File: src/rtl/mem_pkt_tx.sv
// mem_pkt_tx: sends a block of words read from data memory port B as one
// packet on the datastream.
//
// Ports:
//   clk, reset (asynchronous, active-low)
//   start/base_addr/word_count/eop_ctrl : transfer request from software
//   mem_addr/mem_rd_en/mem_dout         : memory read port (one-cycle latency)
//   out_data/out_ctrl/out_wr/out_rdy    : datastream output
//   busy/done/err/pkt_count             : status back to software
module mem_pkt_tx #(
    parameter int DATA_WIDTH = 64,
    parameter int CTRL_WIDTH = DATA_WIDTH / 8,
    parameter int ADDR_WIDTH = 8,
    parameter logic [CTRL_WIDTH-1:0] HDR_CTRL = 8'hFF
) (
    input  logic                  clk,
    input  logic                  reset,
    input  logic                  start,
    input  logic [ADDR_WIDTH-1:0] base_addr,
    input  logic [ADDR_WIDTH-1:0] word_count,
    input  logic [CTRL_WIDTH-1:0] eop_ctrl,
    output logic [ADDR_WIDTH-1:0] mem_addr,
    output logic                  mem_rd_en,
    input  logic [DATA_WIDTH-1:0] mem_dout,
    output logic [DATA_WIDTH-1:0] out_data,
    output logic [CTRL_WIDTH-1:0] out_ctrl,
    output logic                  out_wr,
    input  logic                  out_rdy,
    output logic                  busy,
    output logic                  done,
    output logic                  err,
    output logic [31:0]           pkt_count
);

    typedef enum logic {IDLE, RUN} state_t;

    localparam logic [ADDR_WIDTH-1:0] ONE = 1;
    localparam logic [ADDR_WIDTH-1:0] TWO = 2;

    state_t state_reg, state_next;

    logic [ADDR_WIDTH-1:0] addr_reg;      // next read address
    logic [ADDR_WIDTH-1:0] count_reg;
    logic [CTRL_WIDTH-1:0] eop_reg;
    logic [ADDR_WIDTH-1:0] rd_cnt_reg;    // reads issued
    logic [ADDR_WIDTH-1:0] cap_cnt_reg;   // words captured from memory
    logic [ADDR_WIDTH-1:0] emit_cnt_reg;  // words written to the stream
    logic                  pend_reg;      // read issued last cycle, data on mem_dout now

    logic [DATA_WIDTH-1:0] buf_data_reg [2];
    logic [CTRL_WIDTH-1:0] buf_ctrl_reg [2];
    logic                  head_reg, tail_reg;
    logic [1:0]            occ_reg;

    logic [DATA_WIDTH-1:0] out_data_reg;
    logic [CTRL_WIDTH-1:0] out_ctrl_reg;
    logic                  out_wr_reg, done_reg, err_reg;
    logic [31:0]           pkt_count_reg;

    logic                  accept, reject, rd_issue;
    logic                  pop, bypass, push, emit, last_emit;
    logic [CTRL_WIDTH-1:0] cap_ctrl;

    always_comb begin
        accept = (state_reg == IDLE) && start && (word_count >= TWO);
        reject = (state_reg == IDLE) && start && (word_count < TWO);
        // Occupancy plus the read already in flight must leave room for one more.
        rd_issue = (state_reg == RUN) && (rd_cnt_reg != count_reg)
                   && ((occ_reg + {1'b0, pend_reg}) < 2'd2);
        // Tag is decided when the word is captured and travels with it.
        if (cap_cnt_reg == '0)
            cap_ctrl = HDR_CTRL;
        else if (cap_cnt_reg == count_reg - ONE)
            cap_ctrl = eop_reg;
        else
            cap_ctrl = '0;
        pop       = out_rdy && (occ_reg != 2'd0);
        // Empty buffer: returning data goes straight to the output register.
        bypass    = out_rdy && (occ_reg == 2'd0) && pend_reg;
        push      = pend_reg && !bypass;
        emit      = pop || bypass;
        last_emit = emit && (emit_cnt_reg == count_reg - ONE);
    end

    always_ff @(posedge clk or negedge reset) begin
        if (!reset)
            state_reg <= IDLE;
        else
            state_reg <= state_next;
    end

    always_comb begin
        state_next = state_reg;
        case (state_reg)
            IDLE:    if (accept) state_next = RUN;
            RUN:     if (done_reg) state_next = IDLE;
            default: state_next = IDLE;
        endcase
    end

    always_ff @(posedge clk or negedge reset) begin
        if (!reset) begin
            addr_reg      <= '0;
            count_reg     <= '0;
            eop_reg       <= '0;
            rd_cnt_reg    <= '0;
            cap_cnt_reg   <= '0;
            emit_cnt_reg  <= '0;
            pend_reg      <= 1'b0;
            head_reg      <= 1'b0;
            tail_reg      <= 1'b0;
            occ_reg       <= 2'd0;
            for (int i = 0; i < 2; i++) begin
                buf_data_reg[i] <= '0;
                buf_ctrl_reg[i] <= '0;
            end
            out_data_reg  <= '0;
            out_ctrl_reg  <= '0;
            out_wr_reg    <= 1'b0;
            done_reg      <= 1'b0;
            err_reg       <= 1'b0;
            pkt_count_reg <= '0;
        end else begin
            err_reg <= reject;
            if (accept) begin
                addr_reg     <= base_addr;
                count_reg    <= word_count;
                eop_reg      <= eop_ctrl;
                rd_cnt_reg   <= '0;
                cap_cnt_reg  <= '0;
                emit_cnt_reg <= '0;
            end

            pend_reg <= rd_issue;
            if (rd_issue) begin
                addr_reg   <= addr_reg + ONE;
                rd_cnt_reg <= rd_cnt_reg + ONE;
            end
            if (pend_reg)
                cap_cnt_reg <= cap_cnt_reg + ONE;

            if (push) begin
                buf_data_reg[tail_reg] <= mem_dout;
                buf_ctrl_reg[tail_reg] <= cap_ctrl;
                tail_reg <= ~tail_reg;
            end
            if (pop)
                head_reg <= ~head_reg;
            case ({push, pop})
                2'b10:   occ_reg <= occ_reg + 2'd1;
                2'b01:   occ_reg <= occ_reg - 2'd1;
                default: occ_reg <= occ_reg;
            endcase

            out_wr_reg <= emit;
            if (emit) begin
                out_data_reg <= pop ? buf_data_reg[head_reg] : mem_dout;
                out_ctrl_reg <= pop ? buf_ctrl_reg[head_reg] : cap_ctrl;
                emit_cnt_reg <= emit_cnt_reg + ONE;
            end
            done_reg <= last_emit;
            if (done_reg)
                pkt_count_reg <= pkt_count_reg + 32'd1;
        end
    end

    assign mem_addr  = addr_reg;
    assign mem_rd_en = rd_issue;
    assign out_data  = out_data_reg;
    assign out_ctrl  = out_ctrl_reg;
    assign out_wr    = out_wr_reg;
    assign busy      = (state_reg == RUN);
    assign done      = done_reg;
    assign err       = err_reg;
    assign pkt_count = pkt_count_reg;

endmodule

File: config.mk
export PLATFORM = sky130hd
export DESIGN_NAME = mem_pkt_tx
export DESIGN_NICKNAME = d
export VERILOG_FILES = /design/src/rtl/mem_pkt_tx.sv
export SDC_FILE = /design/constraint.sdc
export NUM_CORES = 1
export LEC_CHECK = 0
export BUFFER_PORTS_ARGS = -buffer_cell sky130_fd_sc_hd__buf_2
export CORE_MARGIN = 10
export CORE_UTILIZATION = 60
export CTS_CLUSTER_DIAMETER = 100
export DETAILED_ROUTE_END_ITERATION = 10
export GPL_TIMING_DRIVEN = 0
export HOLD_SLACK_MARGIN = 0.08
export PLACE_DENSITY = 0.83
export SLEW_MARGIN = 20
export SYNTH_ARGS = -nofsm -noshare
export SYNTH_HDL_FRONTEND = slang
export SYNTH_SLANG_ARGS = --single-unit
File: constraint.sdc
create_clock -name clk -period 3.2 [get_ports clk]
set_input_delay 0.16 -clock clk [delete_from_list [all_inputs] [get_ports clk]]
set_output_delay 0.16 -clock clk [all_outputs]
set_load 0.02 [all_outputs]
Word-level counts from Yosys, hierarchy flattened
Cells that the tools add are included.
{"block": "totals", "register_bits": 305, "latch_bits": 0, "ramBits": 0, "romBits": 0, "inputBits": 92, "out_inout_bits": 117, "memories": 0}
{"block": "classes", "add_sub_neg": 9, "n_mul": 0, "div": 0, "n_lt_le_gt_ge": 6, "n_eq_ne": 5, "n_shift": 0, "mux": 26, "bitwise_logic": 5, "reduce_logical": 20}
{"op": "$mux W64", "count": 5}
{"op": "$bwmux W128", "count": 1}
{"op": "$mux W8", "count": 13}
{"op": "$demux W64 S1", "count": 1}
{"op": "$add A32 B1 Y32 const B", "count": 1}
{"op": "$add A8 B1 Y8 const B", "count": 4}
{"op": "$bwmux W16", "count": 1}
{"op": "$eq A8 B8 Y1", "count": 2}
{"op": "$logic_and A1 B1 Y1", "count": 11}
{"op": "$reduce_bool A2 Y1", "count": 5}
{"op": "$demux W8 S1", "count": 1}
{"op": "$ge A8 B2 Y1 const B", "count": 1}
{"op": "$logic_not A8 Y1", "count": 1}
{"op": "$lt A8 B2 Y1 const B", "count": 1}
{"op": "$ne A8 B8 Y1", "count": 1}
{"op": "$sub A8 B1 Y8 const B", "count": 1}
{"op": "$ge A2 B2 Y1 const B", "count": 2}
{"op": "$not A1 Y2", "count": 2}
{"op": "$pmux W2 S2", "count": 1}
{"op": "$not A1 Y1", "count": 3}
{"op": "$add A2 B1 Y2", "count": 1}
{"op": "$add A2 B1 Y2 const B", "count": 1}
{"op": "$eq A2 B1 Y1 const B", "count": 1}
{"op": "$eq A2 B2 Y1 const B", "count": 1}
{"op": "8 further kinds", "count": 9}

Longest topological paths before layout
{"block": "depth", "depth_word": 7, "ltp_mapped": 9, "depth_no_buf": 7}

Least setup slack after synthesis
No wires, ideal clock.
{"block": "synth_path", "kind": "reg-to-reg", "from": "register occ_reg[0]", "to": "register occ_reg[1]", "arrival_time_ns": 2.064, "slack_ns": 1.057, "stages_incl_launch_ff": 9, "period_less_slack_ns": 2.143, "path_cell_list": "dfrtp_1 -> buf_2 -> o21ai_1 -> clkbuf_1 -> buf_1 -> inv_1 -> ha_1 -> nor2_1 -> xor2_1"}
{"element": "start, declared", "line": "53", "source": "logic [1:0] occ_reg;"}
{"element": "start signal, assigned", "line": "150", "source": "2'b10: occ_reg <= occ_reg + 2'd1;"}
{"element": "start signal, assigned", "line": "151", "source": "2'b01: occ_reg <= occ_reg - 2'd1;"}
{"element": "start signal, assigned", "line": "152", "source": "default: occ_reg <= occ_reg;"}
{"element": "$reduce_bool A2 Y1 (*)", "line": "77", "source": "pop = out_rdy && (occ_reg != 2'd0);"}
{"element": "$logic_and A1 B1 Y1 (*)", "line": "77"}
{"element": "net pop", "line": "61", "source": "logic pop, bypass, push, emit, last_emit;"}
{"element": "$eq A2 B1 Y1 / $eq A2 B2 Y1 (equally long branches)", "line": "149", "source": "case ({push, pop})"}
{"element": "$pmux W2 S2 / $reduce_bool A2 Y1 (equally long branches)"}
Mark *: on every way through the listed nets, which the timed path passes. The rest lies on a longest branch.
A chain may end at the register's enable or synchronous reset.

Worst setup path after layout
Ends and elaborated chain as after synthesis.

==> impl_metrics.sql <==
INSERT INTO impl_metrics (metric_group, metric, value, unit) VALUES
('placed_design', 'detailedPlacementHpwl', '26100', 'µm'),
('route', 'postRouteWirelength', '40300', 'µm'),
('floorplanning', 'placeableCoreArea', '23300', 'µm²'),
('placed_design', 'globalplace.congestion', '0.878', ''),
('power_and_ir_drop', 'power.density_cell_area', '1010', 'nW/µm²'),
('clock_tree', 'cts_max_level', '2', ''),
('logic_synthesis', 'synth_fp_nets', '1662', ''),
('timing', 'grt_setup_unrepaired', 'no', ''),
('grt', 'via_count_of_the_first_global_routing_pass', '12900', ''),
('layout', 'sequential_cell_area', '7630', 'µm²'),
('timing', 'final.period_utilization', '0.919', ''),
('floorplanning', 'die_area', '30100', 'µm²'),
('route', 'dr.pass1.iters', '5', ''),
('layout', 'flip_flop_count_of_the_largest_register_after_layout', '128', ''),
('grt', 'maximum_number_of_pins_on_one_net_before_global_route_repair', '103', ''),
('logic_synthesis', 'synth_ff_type', 'sky130_fd_sc_hd__dfrtp_1', ''),
('logic_synthesis', 'yosys-top-cells-area', 'sky130_fd_sc_hd__dfrtp_1, sky130_fd_sc_hd__nand2_1, sky130_fd_sc_hd__a211oi_1', ''),
('clock_tree', 'tritoncts.num_buffers', '34', ''),
('route', 'via_cell_ratio', '5.65', ''),
('layout', 'finalNetCount', '1998', ''),
('timing', 'setup_viol_count_final', '0', ''),
('floorplanning', 'io-pin-count', '209', ''),
('layout', 'fillers', '1626', ''),
('route', 'drtIter0Drc', '1148', ''),
('layout', 'drive_gt1_frac', '0.154', ''),
('clock_tree', 'clock_sink_count', '305', ''),
('grt', 'grt_busiest_layer', 'met2', ''),
('layout', 'fin_cells', '2240', ''),
('clock_tree', 'clkLatencyLatePin', '500', 'ps'),
('clock_tree', 'clock_tree.root_cell', 'sky130_fd_sc_hd__clkbuf_16', ''),
('logic_synthesis', 'yosys.cell_types.count', '57', ''),
('placed_design', 'placed_cell_area', '15600', 'µm²'),
('power_and_ir_drop', 'pleak', '8.59', 'nW'),
('floorplanning', 'rows', '56', ''),
('logic_synthesis', 'syn_avg_cell_area', '9.04', 'µm²'),
('route', 'drc', '0', ''),
('setup_path', 'rrSetupSlack', '260', 'ps'),
('setup_path', 'required', '3630', 'ps'),
('grt', 'globalRouteTotalUtil', '0.261', ''),
('clock_tree', 'cts_max_path_buffers', '3', ''),
('route', 'routedWlPerCell', '18.0', 'µm'),
('setup_path', 'rr_worst_depth', '8', ''),
('timing', 'skew', '11.2', 'ps'),
('route', 'num_vias', '12700', ''),
('logic_synthesis', 'syn-instance-count', '1562', ''),
('setup_path', 'crit_path_start_kind', 'flop', ''),
('logic_synthesis', 'yosysTopAreaCellShare', '0.541', ''),
('status', 'run_status', 'complete, no violations', ''),
('logic_synthesis', 'synth_area_leader', 'sky130_fd_sc_hd__dfrtp_1', ''),
('placed_design', 'port_buffers', '207', ''),
('logic_synthesis', 'synth_area', '14100', 'µm²'),
('setup_path', 'crit_arrival', '3370', 'ps'),
('layout', 'post-route-cell-area', '17600', 'µm²'),
('setup_path', 'cp_max_fo', '10', ''),
('floorplanning', 'initial_core_util', '0.605', ''),
('placed_design', 'dp.cells', '2091', ''),
('logic_synthesis', 'synth_seq_area_share', '0.541', ''),
('logic_synthesis', 'fraction_of_synthesis_flops_using_an_asynchronous_set_or_reset_pin', '1.00', ''),
('power_and_ir_drop', 'peakVddDrop', '0.000687', 'V'),
('layout', 'layout.core_utilization', '0.754', ''),
('floorplanning', 'die-width', '173', 'µm'),
('timing', 'setup-tns-final', '0', 'ps'),
('layout', 'synthToLayoutAreaGrowth', '24.6', '%'),
('grt', 'gr-usage-met2', '0.440', ''),
('timing', 'timing.final.hold_violations', '0', ''),
('clock_tree', 'cts_setup_buffers', '0', ''),
('logic_synthesis', 'warning_count_from_the_yosys_run', '0', ''),
('setup_path', 'critical_path.endpoint_type', 'flop', ''),
('layout', 'multi_input_area', '6000', 'µm²'),
('setup_path', 'rr_endpoint', 'occ_reg[1]', ''),
('clock_tree', 'clock_transition_at_path_regs', '60', 'ps');
-- cells by family (layout without fill, tap and decap cells) --
| logic type | Yosys count | count (layout) | share of synthesized area |
|---|---|---|---|
| AND/OR/NAND/NOR | 807 | 807 | 0.241 |
| flip-flops | 305 | 305 | 0.541 |
| XOR/XNOR | 70 | 70 | 0.0450 |
| adder cells (fa/ha/maj) | 8 | 8 | 0.00709 |
| AO/OA/AOI/OAI | 234 | 234 | 0.116 |
| multiplexers | 22 | 22 | 0.0164 |
| buffers and inverters | 116 | 473 | 0.0346 |
| other | 0 | 2 | 0 |
-- worst min path at each step --
| stage | start | to | slack (ps) | cells after the start |
|---|---|---|---|---|
| after floorplan | reset | buf_ctrl_reg[0] | -140 | 0 |
| after CTS | reset | buf_data_reg[9] | 150 | 2 |
| after global routing | reset | buf_data_reg[9] | 180 | 2 |
| after detailed placement | reset | buf_data_reg[9] | 90 | 1 |
| after global placement | eop_ctrl[5] | eop_reg[5] | 350 | 3 |
| final | reset | buf_data_reg[9] | 160 | 2 |
-- cell type report --
class                           instances  area share
Multi-Input combinational cell       1141       0.341
Tap cell                              319      0.0227
Antenna cell                            2    0.000284
Sequential cell                       305       0.434
Buffer                                101      0.0245
Clock inverter                          5     0.00164
Clock buffer                           52      0.0574
Timing Repair Buffer                  300       0.115
Inverter                               15     0.00320
-- per-stage QoR --
| step | hold slack [ps] | power (mW) |
|---|---|---|
| after floorplan | -136 | 11.5 |
| after global placement | 353 | 13.6 |
| after detailed placement | 93.0 | 13.9 |
| after CTS | 153 | 17.8 |
| after global routing | 178 | 19.0 |
| final | 157 | 17.8 |
-- worst max-delay path, cell delays in order, from the launching register on --
cell	delay (ps)
sky130_fd_sc_hd__dfrtp_1	350
sky130_fd_sc_hd__buf_2	180
sky130_fd_sc_hd__o21ai_2	550
sky130_fd_sc_hd__clkbuf_1	600
sky130_fd_sc_hd__buf_1	460
sky130_fd_sc_hd__inv_1	100
sky130_fd_sc_hd__ha_1	340
sky130_fd_sc_hd__nor2_1	140
sky130_fd_sc_hd__xor2_1	150
-- synthesized netlist by cell type, types with 4 or more instances --
library cell	instances
sky130_fd_sc_hd__o21ai_0	28
sky130_fd_sc_hd__buf_2	15
sky130_fd_sc_hd__xor2_1	29
sky130_fd_sc_hd__nor2b_1	67
sky130_fd_sc_hd__a311oi_1	8
sky130_fd_sc_hd__nand3_1	25
sky130_fd_sc_hd__a22o_1	6
sky130_fd_sc_hd__nand4_1	11
sky130_fd_sc_hd__ha_1	8
sky130_fd_sc_hd__mux2_2	8
sky130_fd_sc_hd__inv_1	14
sky130_fd_sc_hd__buf_1	6
sky130_fd_sc_hd__a211oi_1	63
sky130_fd_sc_hd__nor3_1	5
sky130_fd_sc_hd__mux2i_1	13
sky130_fd_sc_hd__nand2_1	618
sky130_fd_sc_hd__dfrtp_1	305
sky130_fd_sc_hd__buf_6	4
sky130_fd_sc_hd__a21oi_1	16
sky130_fd_sc_hd__nor4_1	6
sky130_fd_sc_hd__clkbuf_1	75
sky130_fd_sc_hd__o31ai_1	26
sky130_fd_sc_hd__and3_1	16
sky130_fd_sc_hd__nor2_1	43
sky130_fd_sc_hd__a31oi_1	66
sky130_fd_sc_hd__xnor2_1	39
-- routing by layer --
metal,vias up,part of all wire
li1,5891,-
met1,6179,0.42
met2,499,0.49
met3,91,0.063
met4,0,0.030
met5,-,0
-- power breakdown --
part           internal [mW]  switching (mW)  leakage, nW
Combinational           2.70            4.89         4.27
Sequential              5.51            1.04         3.80
Clock                   2.17            1.53        0.514
Total                   10.4            7.46         8.59
-- what timing repair did --
item / CTS / global route
endpoints found under the setup margin: 1 / 0
hold buffers: 90 / 0
gates resized for setup: 1 / 0
hold endpoints to repair: 420 / 0
No activity file was read; power rests on OpenSTA's default activity.
